==> src/rtl/seq_cla_adder.sv <==
// seq_cla_adder: 16-bit adder computed one nibble per clock through a
// 4-bit carry-lookahead slice. Group generate/propagate terms are folded
// across the nibbles, so the block also reports the 16-bit group G/P.
//
// Ports:
//   clk    - clock; all state changes on the rising edge
//   rst_n  - asynchronous active-low reset
//   a, b   - 16-bit operands, sampled only when start is accepted in IDLE
//   c      - carry-in, sampled only when start is accepted in IDLE
//   start  - request a new addition; ignored while busy
//   busy   - high in RUN and DONE
//   done   - one-cycle pulse; s/co/g/p/ovf are valid from this cycle
//   s      - sum (modulo 2^16)
//   co     - carry out of bit 15
//   g, p   - 16-bit group generate / propagate
//   ovf    - two's-complement overflow (carry into bit 15 ^ carry out)
module seq_cla_adder (
    input  logic        clk,
    input  logic        rst_n,
    input  logic [15:0] a,
    input  logic [15:0] b,
    input  logic        c,
    input  logic        start,
    output logic        busy,
    output logic        done,
    output logic [15:0] s,
    output logic        co,
    output logic        g,
    output logic        p,
    output logic        ovf
);

    typedef enum logic [1:0] {IDLE, RUN, DONE} state_t;

    state_t      state, state_nxt;
    logic [1:0]  idx;        // nibble being processed in RUN
    logic [15:0] a_r, b_r;
    logic        carry;      // running carry into the current nibble
    logic        g_acc, p_acc;
    logic [11:0] sum_r;      // low three nibbles; kept off s until completion

    // Current nibble slice
    logic [3:0] na, nb, bg, bp, hs, cin_v, nsum;
    logic       c1, c2, c3, c4, g_nib, p_nib;

    assign na = a_r[{idx, 2'b00} +: 4];
    assign nb = b_r[{idx, 2'b00} +: 4];
    assign bg = na & nb;
    assign bp = na | nb;
    assign hs = na ^ nb;

    // Flat two-level lookahead: every carry is a sum of products of the
    // bit g/p terms and the nibble carry-in, with no ripple between bits.
    assign c1 = bg[0] | (bp[0] & carry);
    assign c2 = bg[1] | (bp[1] & bg[0]) | (bp[1] & bp[0] & carry);
    assign c3 = bg[2] | (bp[2] & bg[1]) | (bp[2] & bp[1] & bg[0])
              | (bp[2] & bp[1] & bp[0] & carry);
    assign g_nib = bg[3] | (bp[3] & bg[2]) | (bp[3] & bp[2] & bg[1])
                 | (bp[3] & bp[2] & bp[1] & bg[0]);
    assign p_nib = &bp;
    assign c4    = g_nib | (p_nib & carry);

    assign cin_v = {c3, c2, c1, carry};
    assign nsum  = hs ^ cin_v;

    assign busy = (state != IDLE);
    assign done = (state == DONE);

    // Next-state logic
    always_comb begin
        state_nxt = state;
        case (state)
            IDLE:    if (start) state_nxt = RUN;
            RUN:     if (idx == 2'd3) state_nxt = DONE;
            DONE:    state_nxt = IDLE;
            default: state_nxt = IDLE;
        endcase
    end

    always_ff @(posedge clk or negedge rst_n) begin
        if (!rst_n) state <= IDLE;
        else        state <= state_nxt;
    end

    // Datapath and result registers
    always_ff @(posedge clk or negedge rst_n) begin
        if (!rst_n) begin
            idx   <= 2'd0;
            a_r   <= '0;
            b_r   <= '0;
            carry <= 1'b0;
            g_acc <= 1'b0;
            p_acc <= 1'b0;
            sum_r <= '0;
            s     <= '0;
            co    <= 1'b0;
            g     <= 1'b0;
            p     <= 1'b0;
            ovf   <= 1'b0;
        end else begin
            case (state)
                IDLE: begin
                    if (start) begin
                        a_r   <= a;
                        b_r   <= b;
                        carry <= c;
                        idx   <= 2'd0;
                        g_acc <= 1'b0;
                        p_acc <= 1'b1;
                    end
                end
                RUN: begin
                    carry <= c4;
                    g_acc <= g_nib | (p_nib & g_acc);
                    p_acc <= p_nib & p_acc;
                    idx   <= idx + 2'd1;
                    case (idx)
                        2'd0: sum_r[3:0]  <= nsum;
                        2'd1: sum_r[7:4]  <= nsum;
                        2'd2: sum_r[11:8] <= nsum;
                        default: begin
                            // Last nibble: publish the whole result at once
                            s   <= {nsum, sum_r};
                            co  <= c4;
                            g   <= g_nib | (p_nib & g_acc);
                            p   <= p_nib & p_acc;
                            ovf <= c3 ^ c4;
                        end
                    endcase
                end
                default: ;
            endcase
        end
    end

endmodule

==> config.mk <==
export PLATFORM = sky130hd
export DESIGN_NAME = seq_cla_adder
export DESIGN_NICKNAME = d
export VERILOG_FILES = /design/src/rtl/seq_cla_adder.sv
export SDC_FILE = /design/constraint.sdc
export NUM_CORES = 1
export LEC_CHECK = 0
export CAP_MARGIN = 20
export CORE_ASPECT_RATIO = 1.25
export CORE_UTILIZATION = 30
export CTS_CLUSTER_SIZE = 16
export DETAILED_ROUTE_END_ITERATION = 7
export PLACE_DENSITY = 0.5
export SETUP_SLACK_MARGIN = 0.02
export SLEW_MARGIN = 25
export SYNTH_ARGS = -nofsm -noshare
export SYNTH_HDL_FRONTEND = slang
export SYNTH_SLANG_ARGS = --single-unit
==> constraint.sdc <==
create_clock -name clk -period 5.2 [get_ports clk]
set_input_delay 1.04 -clock clk [delete_from_list [all_inputs] [get_ports clk]]
set_output_delay 1.04 -clock clk [all_outputs]
set_load 0.03 [all_outputs]
==> results.yml <==
cells_and_area:
  nets: 339
  diodes: 0
  drive_above_1_share: 0.288
  syn2layout_area_growth_pct: 31.5
floorplanning:
  coreArea_um2: 10600
  dieArea_um2: 11200
  start_util: 0.306
  ioPinCount: 58
  rows: 42
  die_y_um: 118
  dieWidth_um: 94.9
critical_path:
  cp-endpoint: "s[15]"
  crit_start: "idx[0]"
  critPathRequiredTime_ns: 5.41
  crit_slowest_cell: "dfrtp_1"
  path_class: "reg -> reg"
  rr_endpoint: "s[15]"
  cp.arrival_ns: 2.94
  worstPathCellList: "mux4_2, inv_1, ha_1, inv_1, a21oi_1, o31ai_2, xor2_1, mux2_2"
  r2r_slack_ns: 2.48
  max_stage_delay_ns: 0.76
  regToRegStartpoint: "idx[0]"
  critPathMostFrequentCell: "inv_1"
  cp-end-kind: "register"
  start_kind: "register"
  worstPathMaxFanout: 13
  rr_worst_depth: 8
clock_tree:
  ctsResizeCount: 0
  cts_root_buf: "clkbuf_16"
  cts_buffer_depth: 2
  cts_buffers: 9
  cts.sinks: 71
  post_cts_buffers: 0
  tritoncts: "yes"
  h-tree-depth: 3
  clk_pin_slew_ns: 0.06
  hold_buffers: 0
  clkLatencyLatePin_ns: 0.33
sta:
  whs_ns: 0.475
  period_share: 0.524
  timing_hold_violations_final: 0
  slew_headroom: 0.463
  rsz0062_at_grt: "false"
  period_needed_ns: 2.72
  tightest_slew_ns: 0.803
  clock.fmax_ghz: 0.367
  fin_setup_tns_ns: 0
  maxSlewViolCount: 0
  finClkSkew_ns: 0.00593
  setup_violations: 0
global_route:
  grt-ovfl-total: 0
  grt_first_pass_wirelength_um: 10700
  grt_max_degree: 47
  grt_pass1_vias: 2042
  gr-usage-all-layers: 0.129
  antenna_found_initial: 0
power:
  ir_worst_vdd_mv: 0.263
  power_frac_seq: 0.306
  power_frac_comb: 0.492
  cellPowerDensity_nw_per_um2: 783
  clockPowerShare: 0.203
  power_w: 0.00333
  power_leakage_nw: 1.87
  sw_frac_of_total: 0.379
  internal_power_w: 0.00207
  p_switching_w: 0.00126
run_status:
  status: "finished, final reports clean"
synthesis:
  yosys_warnings: 0
  syn_area_per_cell_um2: 14.1
  syn-num-nets: 278
  synth_seq_cells: 71
  synth_cell_types: 33
  synth_area_leaders: "dfrtp_1 (55%), mux2_2 (15%), mux4_2 (5.6%)"
  synth_top_area_cell: "dfrtp_1"
  synthCells: 229
  syn_area_um2: 3230
  ys_seq_area_frac: 0.549
  synth_top_area_frac: 0.549
flow_run:
  drv_cap: 0
drt:
  firstDrtPassIters: 4
  via_count: 1935
  routed_wl_um: 6230
  drt-initial-drc-count: 75
  ant_nets: 0
  via_per_inst: 4.53
  drc: 0
  wl_per_cell_um: 14.6
placement:
  portBuffers: 57
  globalplace.congestion: 0.785
  dp_hpwl_um: 4620
hold_path:
  hp-class: "reg -> reg"
## placed cells by master, fill, tap and decap left out, drive strengths merged, types with 2 or more instances in the layout
master and instances:
mux2 52, o21ai 14, clkinvlp 2, nor2b 2, clkdlybuf4s50 56, nor2 2
inv 17, ha 12, buf 2, o31ai 3, mux4 8, dfrtp 71
clkbuf 11, a21oi 5, nand2 20, xor2 4, bufinv 2
## cell families after synthesis
family	share of synthesized area
adders and majority gates	0.0526
muxes	0.246
AOI/OAI and AO/OA	0.0569
buffers and inverters	0.0364
and+or+nand+nor	0.0480
xor gates and xnor gates	0.0108
DFF	0.549
## final cells by class
class	instances	area, um^2
multi-input cells	133	1340
repair buffers	58	576
flip-flops and latches	71	1780
well taps	132	165
inverters	17	63.8
fillers	1009	6310
clock buffers	11	253
clock inverters	5	80.1
## power by group through the flow
stage / combinational [W] / clock [W] / sequential (W)
finish: 0.00164 / 0.000674 / 0.00102
global route: 0.00181 / 0.000717 / 0.00107
CTS: 0.00167 / 0.000692 / 0.00103
detailed placement: 0.00167 / 0 / 0.00104
global placement: 0.00164 / 0 / 0.00103
floorplan: 0.00111 / 0 / 0.00109
## worst max-delay path: cells and delay by family, from the launching register on
kind / cells / cell delay (ns)
buffers and inverters: 2 / 0.19
DFF: 1 / 0.76
adders and majority gates: 1 / 0.22
muxes: 2 / 0.90
xor gates and xnor gates: 1 / 0.20
AOI/OAI and AO/OA: 2 / 0.34
## synthesized netlist by cell type, drive strengths merged
library cell and count:
o21ai 14, o311a 1, o21bai 1, a21o 1, buf 6, dfrtp 71
mux4 8, fa 1, or2 1, mux2 52, o31ai 3, a22o 1
nor4 1, nand2b 1, a21oi 5, a22oi 1, inv 17, ha 12
xor2 4, nor2 2, clkbuf 2, o22ai 1, o22a 1, nor2b 2
nand2 20
## through the flow
stage | cells | area, um^2 | setup slack (ns) | utilization
6_report | 427 | 4250 | 2.48 | 0.403
5_1_grt | 427 | 4250 | 2.12 | 0.403
4_1_cts | 427 | 4250 | 2.41 | 0.403
3_5_place_dp | 411 | 3920 | 2.41 | 0.371
3_3_place_gp | 411 | 3920 | 2.41 | 0.371
2_1_floorplan | 229 | 3230 | 2.79 | -
## state kept, by name, summed over array words and instances, names as in the netlist, 2 cells and up
name and flops:
s 16, b_r 16, a_r 16, idx 2, sum_r 12, state 2
## per-layer routing
layer / vias up / wire [um] / GRT usage
met5: - / 0 / 0
met4: 0 / 79 / 0.0379
met3: 7 / 233 / 0.0439
met2: 44 / 3190 / 0.206
met1: 965 / 2720 / 0.163
li1: 919 / - / -
## worst min path at each step
stage,cells past startpoint,startpoint,endpoint,slack [ns]
CTS,2,sum_r[9],sum_r[9],0.48
finish,2,sum_r[9],sum_r[9],0.47
global route,2,sum_r[0],sum_r[0],0.51
floorplan,2,sum_r[4],sum_r[4],0.45
global placement,2,sum_r[9],sum_r[9],0.46
detailed placement,2,sum_r[9],sum_r[9],0.47
(Power assumes the default switching activity.)
